$ cat src/rtl/axi_read_arbiter.sv
// axi_read_arbiter: shares one AXI4 read master between instruction fetch (IF)
// and data load (MEM). It runs one single-beat read at a time, and MEM has
// priority over IF. Each requester's result is held in a done flag until its
// pipeline stage advances.
// Optional build macro AXI_RD_TIMEOUT_EN adds an R-channel watchdog that
// forces completion and pulses bus_err; without it, bus_err is tied low.
module axi_read_arbiter #(
   parameter logic [3:0]  IF_ARID        = 4'h0,
   parameter logic [3:0]  MEM_ARID       = 4'h1,
   parameter int unsigned TIMEOUT_CYCLES = 256
) (
   input  logic        clk,
   input  logic        rst,
   input  logic        if_req,
   input  logic [31:0] if_addr,
   output logic [31:0] if_rdata,
   input  logic        mem_req,
   input  logic [31:0] mem_addr,
   input  logic [1:0]  mem_size,
   output logic [31:0] mem_rdata,
   input  logic [5:0]  stall,
   input  logic        flush,
   output logic        stallreq_from_if,
   output logic        stallreq_from_mem,
   output logic [1:0]  axi_read_state,
   output logic        bus_err,
   output logic [3:0]  arid,
   output logic [31:0] araddr,
   output logic [7:0]  arlen,
   output logic [2:0]  arsize,
   output logic [1:0]  arburst,
   output logic        arvalid,
   input  logic        arready,
   input  logic [3:0]  rid,
   input  logic [31:0] rdata,
   input  logic [1:0]  rresp,
   input  logic        rlast,
   input  logic        rvalid,
   output logic        rready
);

   typedef enum logic [2:0] {
      IDLE, AR_IF, R_IF, DONE_IF, AR_MEM, R_MEM, DONE_MEM
   } state_t;

   state_t      state_q, state_d;
   logic        if_done_q, if_done_d;
   logic        mem_done_q, mem_done_d;
   logic        discard_q, discard_d;
   logic [31:0] if_rdata_q, if_rdata_d;
   logic [31:0] mem_rdata_q, mem_rdata_d;
   logic [31:0] ar_addr_q, ar_addr_d;
   logic [3:0]  ar_id_q, ar_id_d;
   logic [2:0]  ar_size_q, ar_size_d;
   logic        in_r;
   logic        r_beat;
   logic        timeout_hit;
   logic [31:0] r_word;

   // rid and rresp are deliberately not interpreted; the data is used as-is
   logic unused_ok;
   assign unused_ok = ^{rid, rresp, stall[5], stall[3:2], stall[0], TIMEOUT_CYCLES};

   assign in_r   = (state_q == R_IF) || (state_q == R_MEM);
   assign r_beat = in_r && rvalid && rlast;
   assign r_word = r_beat ? rdata : 32'h0;

`ifdef AXI_RD_TIMEOUT_EN
   localparam int CW = $clog2(TIMEOUT_CYCLES) + 1;
   logic [CW-1:0] cnt_q, cnt_d;
   logic          late_q, late_d;

   // Watchdog counts R-phase cycles from zero; a beat that never came is tracked as late
   always_comb begin
      cnt_d       = in_r ? cnt_q + CW'(1) : '0;
      timeout_hit = in_r && !r_beat && (cnt_q == CW'(TIMEOUT_CYCLES - 1));
      late_d      = late_q;
      if (timeout_hit)
         late_d = 1'b1;
      else if ((state_q == IDLE) && rvalid && rlast)
         late_d = 1'b0;
   end

   // Watchdog state register
   always_ff @(posedge clk or negedge rst) begin
      if (!rst) begin
         cnt_q  <= '0;
         late_q <= 1'b0;
      end else begin
         cnt_q  <= cnt_d;
         late_q <= late_d;
      end
   end

   assign bus_err = timeout_hit;
   assign rready  = in_r || ((state_q == IDLE) && late_q);
`else
   assign timeout_hit = 1'b0;
   assign bus_err     = 1'b0;
   assign rready      = in_r;
`endif

   // Next-state, done-flag bookkeeping and read-data capture
   always_comb begin
      state_d     = state_q;
      if_done_d   = if_done_q;
      mem_done_d  = mem_done_q;
      discard_d   = discard_q;
      if_rdata_d  = if_rdata_q;
      mem_rdata_d = mem_rdata_q;
      ar_addr_d   = ar_addr_q;
      ar_id_d     = ar_id_q;
      ar_size_d   = ar_size_q;
      // A held result is released once its stage advances; a set later in this block wins
      if (!stall[1]) if_done_d  = 1'b0;
      if (!stall[4]) mem_done_d = 1'b0;
      case (state_q)
         IDLE: begin
            if (!flush) begin
               if (mem_req && !mem_done_q) begin
                  state_d   = AR_MEM;
                  ar_addr_d = mem_addr;
                  ar_id_d   = MEM_ARID;
                  ar_size_d = {1'b0, mem_size};
               end else if (if_req && !if_done_q) begin
                  state_d   = AR_IF;
                  ar_addr_d = {if_addr[31:2], 2'b00};
                  ar_id_d   = IF_ARID;
                  ar_size_d = 3'd2;
               end
            end
         end
         AR_IF, AR_MEM: begin
            // arvalid stays up until accepted, even if the request is flushed
            if (flush) discard_d = 1'b1;
            if (arready) state_d = (state_q == AR_IF) ? R_IF : R_MEM;
         end
         R_IF, R_MEM: begin
            if (r_beat || timeout_hit) begin
               if (discard_q || flush) begin
                  discard_d = 1'b0;
                  state_d   = IDLE;
               end else if (state_q == R_IF) begin
                  if_rdata_d = r_word;
                  if_done_d  = 1'b1;
                  state_d    = timeout_hit ? IDLE : DONE_IF;
               end else begin
                  mem_rdata_d = r_word;
                  mem_done_d  = 1'b1;
                  state_d     = timeout_hit ? IDLE : DONE_MEM;
               end
            end else if (flush) begin
               discard_d = 1'b1;
            end
         end
         DONE_IF, DONE_MEM: state_d = IDLE;
         default: state_d = IDLE;
      endcase
      if (flush) begin
         if_done_d  = 1'b0;
         mem_done_d = 1'b0;
      end
   end

   // Control state and result registers
   always_ff @(posedge clk or negedge rst) begin
      if (!rst) begin
         state_q     <= IDLE;
         if_done_q   <= 1'b0;
         mem_done_q  <= 1'b0;
         discard_q   <= 1'b0;
         if_rdata_q  <= 32'h0;
         mem_rdata_q <= 32'h0;
      end else begin
         state_q     <= state_d;
         if_done_q   <= if_done_d;
         mem_done_q  <= mem_done_d;
         discard_q   <= discard_d;
         if_rdata_q  <= if_rdata_d;
         mem_rdata_q <= mem_rdata_d;
      end
   end

   // AR payload registers; only meaningful while arvalid is high
   always_ff @(posedge clk) begin
      ar_addr_q <= ar_addr_d;
      ar_id_q   <= ar_id_d;
      ar_size_q <= ar_size_d;
   end

   // Busy-state report for the pipeline controller
   always_comb begin
      axi_read_state = 2'b00;
      case (state_q)
         AR_IF, R_IF:   axi_read_state = 2'b01;
         AR_MEM, R_MEM: axi_read_state = 2'b10;
         default:       axi_read_state = 2'b00;
      endcase
   end

   assign stallreq_from_if  = if_req & ~if_done_q;
   assign stallreq_from_mem = mem_req & ~mem_done_q;
   assign if_rdata          = if_rdata_q;
   assign mem_rdata         = mem_rdata_q;
   assign arvalid           = (state_q == AR_IF) || (state_q == AR_MEM);
   assign araddr            = ar_addr_q;
   assign arid              = ar_id_q;
   assign arsize            = ar_size_q;
   assign arlen             = 8'd0;
   assign arburst           = 2'b01;

endmodule
$ cat config.mk
export PLATFORM = sky130hd
export DESIGN_NAME = axi_read_arbiter
export DESIGN_NICKNAME = d
export VERILOG_FILES = /design/src/rtl/axi_read_arbiter.sv
export SDC_FILE = /design/constraint.sdc
export NUM_CORES = 1
export LEC_CHECK = 0
export CELL_PAD_IN_SITES_DETAIL_PLACEMENT = 1
export CELL_PAD_IN_SITES_GLOBAL_PLACEMENT = 1
export CORE_ASPECT_RATIO = 1.2
export CORE_MARGIN = 5
export CORE_UTILIZATION = 30
export DETAILED_ROUTE_END_ITERATION = 8
export GPL_ROUTABILITY_DRIVEN = 1
export GPL_TIMING_DRIVEN = 0
export HOLD_SLACK_MARGIN = 0.06
export MAX_ROUTING_LAYER = met4
export PLACE_DENSITY_LB_ADDON = 0.1
export SYNTH_ARGS = -nofsm -noshare
export SYNTH_HDL_FRONTEND = slang
export SYNTH_SLANG_ARGS = --single-unit
$ cat constraint.sdc
create_clock -name clk -period 7 [get_ports clk]
set_input_delay 2.1 -clock clk [delete_from_list [all_inputs] [get_ports clk]]
set_output_delay 2.1 -clock clk [all_outputs]
set_load 0.005 [all_outputs]
# Word-level counts from Yosys, hierarchy flattened
# Index checks and enable logic that the tools add are counted.
[classes]
bitwise = 7
eq_ne = 9
n_mux = 31
reduce_logical = 21
[op_table]
columns = ["op", "count"]
rows = [
  ["32-bit two-way mux", 2],
  ["3-bit two-way mux", 8],
  ["1-bit two-way mux", 16],
  ["4-bit AND reduction", 3],
  ["3-bit case mux with 3 select lines", 1],
  ["2-bit OR reduction", 4],
  ["3-bit equality test (second input constant)", 2],
  ["2-bit inequality test (second input constant)", 3],
  ["3-bit inequality test (second input constant)", 2],
  ["1-bit NOT", 5],
  ["1-bit logical AND", 4],
  ["2-bit two-way mux", 2],
  ["2-bit case mux with 2 select lines", 1],
  ["2-bit nonzero test", 2],
  ["3-bit by 1-bit equality test with 1-bit output (second input constant)", 1],
  ["3-bit by 2-bit equality test with 1-bit output (second input constant)", 1],
  ["3-bit logical NOT", 1],
  ["1-bit logical OR", 3],
  ["3-bit AND reduction", 1],
  ["1-bit bitwise AND", 2],
  ["1-bit logical NOT", 2],
  ["1-bit case mux with 2 select lines", 1],
  ["2-bit AND reduction", 1],
]
[word_totals]
word_cells = 77
register_bits = 105
inputBits = 118

# Depth between registers and ports, before layout
[logic_depth]
ltp_word = 7
depth_mapped = 6
mapped_depth_nobuf = 5

# Least setup slack after synthesis
# No wires, ideal clock.
[synth_path]
path_kind = "input to register"
from = "input mem_req"
to = "register ar_addr_q[0], in the netlist araddr[0] (enable)"
setup_time_ps = 527
arrival_ps = 6128
required_time_ps = 6473
slack_ps = 344
path_stages = 5
cell_sequence = "nand2b_1 clkbuf_1 clkinv_1 nor2_1 nor4b_1"
[synth_via]
elab_chain_cells = 3
[synth_rtl]
columns = ["item", "line", "text"]
rows = [
  ["from (decl)", "17", "input logic mem_req,"],
  ["1-bit logical AND", "120", "if (mem_req && !mem_done_q) begin"],
  ["2-bit nonzero test (no source line)", "-", ""],
  ["3-bit AND reduction (no source line)", "-", ""],
  ["to (signal assigned)", "186", "ar_addr_q <= ar_addr_d;"],
  ["to (decl)", "52", "logic [31:0] ar_addr_q, ar_addr_d;"],
]
# Every way passes these cells.
# A chain may end at the register's enable or synchronous reset.

# Final worst setup path
[layout_path]
from = "input mem_req"
to = "output stallreq_from_mem"
[layout_via]
elab_chain_cells = 1
[layout_rtl]
columns = ["item", "line", "text"]
rows = [
  ["1-bit bitwise AND", "202", "assign stallreq_from_mem = mem_req & ~mem_done_q;"],
  ["to (decl)", "24", "output logic stallreq_from_mem,"],
]
# Every way passes these cells.

==> impl_results.md <==
- First-pass GRT wire length: 20.8 mm
- CTS Root Cell: clkbuf_16
- Asr flop ratio synth: 0.667
- Synth area leaders: dfrtp_1, edfxtp_1, mux2_4, nand2_1, mux2_2
- Power Density: 265 nW/um2
- Maximum vdd drop: 0.115 mV
- Post-Synthesis Cells: 339
- Largest net degree at the start of global routing: 70
- Drt initial violations: 132
- DR WL/cell: 17.3 um
- Number of vias per cell: 4.30
- Max-slew violations: 0
- Total GRT Usage: 0.157
- Leak Pwr: approximately 3.3 nW
- Share of layout cells above drive strength 1: 0.192
- Measured slew at the worst slew-check pin: roughly 0.75 ns
- Top cell type's share of synthesized area: 0.385
- Hold Path Class: reg2reg
- Mapped Area: about 4500 um2
- Number of global-route vias before repair: approximately 3800
- Relative slew slack: 0.498
- Routed WL: 13.6 mm
- Clock Skews: 0.00762 ns
- N_diodes: 0
- Post-detailed-route DRC marker count: 0
- Number of synthesized flops with an enable pin: 35
- Worst EP required: ~4.9 ns
- CP peak stage delay: 0.61 ns
- Core area: 15000 um2
- Layout Area Growth over Synthesis: 60.9%
- Crit path cell chain: clkdlybuf4s50_1 > nand2b_1 > clkbuf_1 > clkinv_1 > clkbuf_1 > clkdlybuf4s50_1
- Maxcap violations: 0
- CP max stage cell: clkdlybuf4s50_1
- Post-synth top area cell: dfrtp_1
- Number of H-tree levels: 3
- Total power: 1.94 mW
- Worst setup SP type: input pin
- CTS resizes: 0
- Starting Density: 0.304
- Chip Height: 145 um
- Gr ovfl total: 0
- TritonCTS Sinks: 105
- CP arrival: 4.10 ns
- Final Hold Fails: 0
- Final ANT Viol Nets: 0
- Main synth FF type: dfrtp_1
- Yosys warns: 0
- Setup repair bufs after CTS: 0
- Final setup fails: 0
- Yosys reg bits: 105
- Initial antenna violation count: 0
- Vias after detailed routing: around 3400
- GP Congestion: 0.765
- Std-Cell Rows: 49
- Number of fill cells in the layout: between 1500 and 2000
- Final worst path period need: about 6.2 ns
- Syn avg cell area: 13.4 um2
- Final period util: 0.886
- Hpwl dp: 10.6 mm
- Crit path max-delay family: buffers and inverters
- Status: finished, final reports clean
- Most common cell in the netlist: nand2_1
- Multi-input gate area: 1560 um2
- Max frequency: 161 MHz
- Io pins: 238
- Post-synth cell types: 32
- CP Capture Type: output port
- Critical path class: in2out
- RSZ-0062 raised after global routing: false
- Post-synth top cells: nand2_1, dfrtp_1, mux2_4
- Sequential share of the synthesized area: 0.616
- Layout Nets: roughly 700
- Die X: 122 um
- Num CTS Buffers: 9
- WHS: 0.508 ns
- TritonRoute pass-1 iters: 4
- Clk buf depth: 2
- CTS Hold Bufs: 0
- Worst-path fanout max: 11
- Clock Latency Late Sink: ~0.34 ns
- Sequential Area: ~2800 um2
- CTS tree: built
- Port Buffers: about 210
- Clk pin slew, worst setup/hold paths: 0.07 ns
- Die ar.: 17700 um2
- Crit path buffers/inverters: 5
layout make-up:
cell class / instances / area share
buffer: 33 / 0.0321
timing repair buffer: 214 / 0.293
multi-input combinational: 213 / 0.213
sequential: 105 / 0.383
tap: 204 / 0.0349
inverter: 1 / 0.000513
clock buffer: 16 / 0.0429
worst reg2reg max path, delay by kind of cell (launching register included):
kind          cells  cell delay, ns
buf+inv           4            0.88
simple gates      3            0.87
flops             1            0.37
worst paths after layout:
check / slack (ns) / end / startpoint / cells after the start
setup / recovery: 0.80 / stallreq_from_mem / mem_req / 6
hold / removal: 0.51 / if_rdata[12] / if_rdata[12] / 1
setup reg to reg: 4.58 / araddr[5] / mem_done_q / 7
hold reg to reg: 0.51 / if_rdata[12] / if_rdata[12] / 1
max in group asynchronous: 4.94 / discard_q / rst / 2
min in group asynchronous: 1.54 / if_rdata[17] / rst / 1
cell families after synthesis:
logic type / count (synthesis) / synth area share
other cells: 2 / 0.00165
simple gates: 117 / 0.114
compound gates: 14 / 0.0215
xor+xnor: 2 / 0.00385
mux: 65 / 0.190
flops: 105 / 0.616
buf+inv: 34 / 0.0525
registers in the layout (all words and copies together) (netlist names):
register	cells
discard_q	1
if_done_q	1
arsize	2
arid	1
mem_done_q	1
araddr	32
mem_rdata	32
state_q	3
if_rdata	32
metrics by stage:
stage	TNS (ns)	setup WS (ns)	util	cell area (um2)	instances
final	0	0.798	0.489	7320	786
after floorplan	0	0.344	-	4600	352
after global routing	0	0.688	0.489	7320	786
after CTS	0	0.797	0.489	7320	786
after global placement	-74.69	-2.14	0.464	6940	765
after detailed placement	0	0.799	0.468	7010	770
power by group:
| group | internal (mW) | total (mW) | switching (mW) |
|---|---|---|---|
| Clock | 0.305 | 0.522 | 0.217 |
| Sequential | 0.755 | 0.818 | 0.0629 |
| Combinational | 0.396 | 0.600 | 0.204 |
| Total | 1.46 | 1.94 | 0.484 |
cells in the final DEF, fill, tap and decap left out, drive strengths merged:
cell	instances
clkdlybuf4s50	208
nand2	96
dfrtp	70
mux2	64
edfxtp	35
buf	31
clkbuf	24
conb	15
nor2	6
a21oi	5
nand3	4
nand2b	3
and2	3
xnor2	2
nor2b	2
a32o	2
o31ai	2
clkinv	1
and2b	1
a22o	1
nor4b	1
and4bb	1
o21bai	1
o211ai	1
o21ai	1
mux2i	1
a221oi	1
layer usage:
layer  part of all wire  track usage  up-vias
met1               0.40        0.181     1621
met4              0.016       0.0601        0
met3               0.12       0.0677       13
met2               0.46        0.244      153
met5                  0            -        -
li1                   -            -     1594
(Power assumes the default switching activity.)
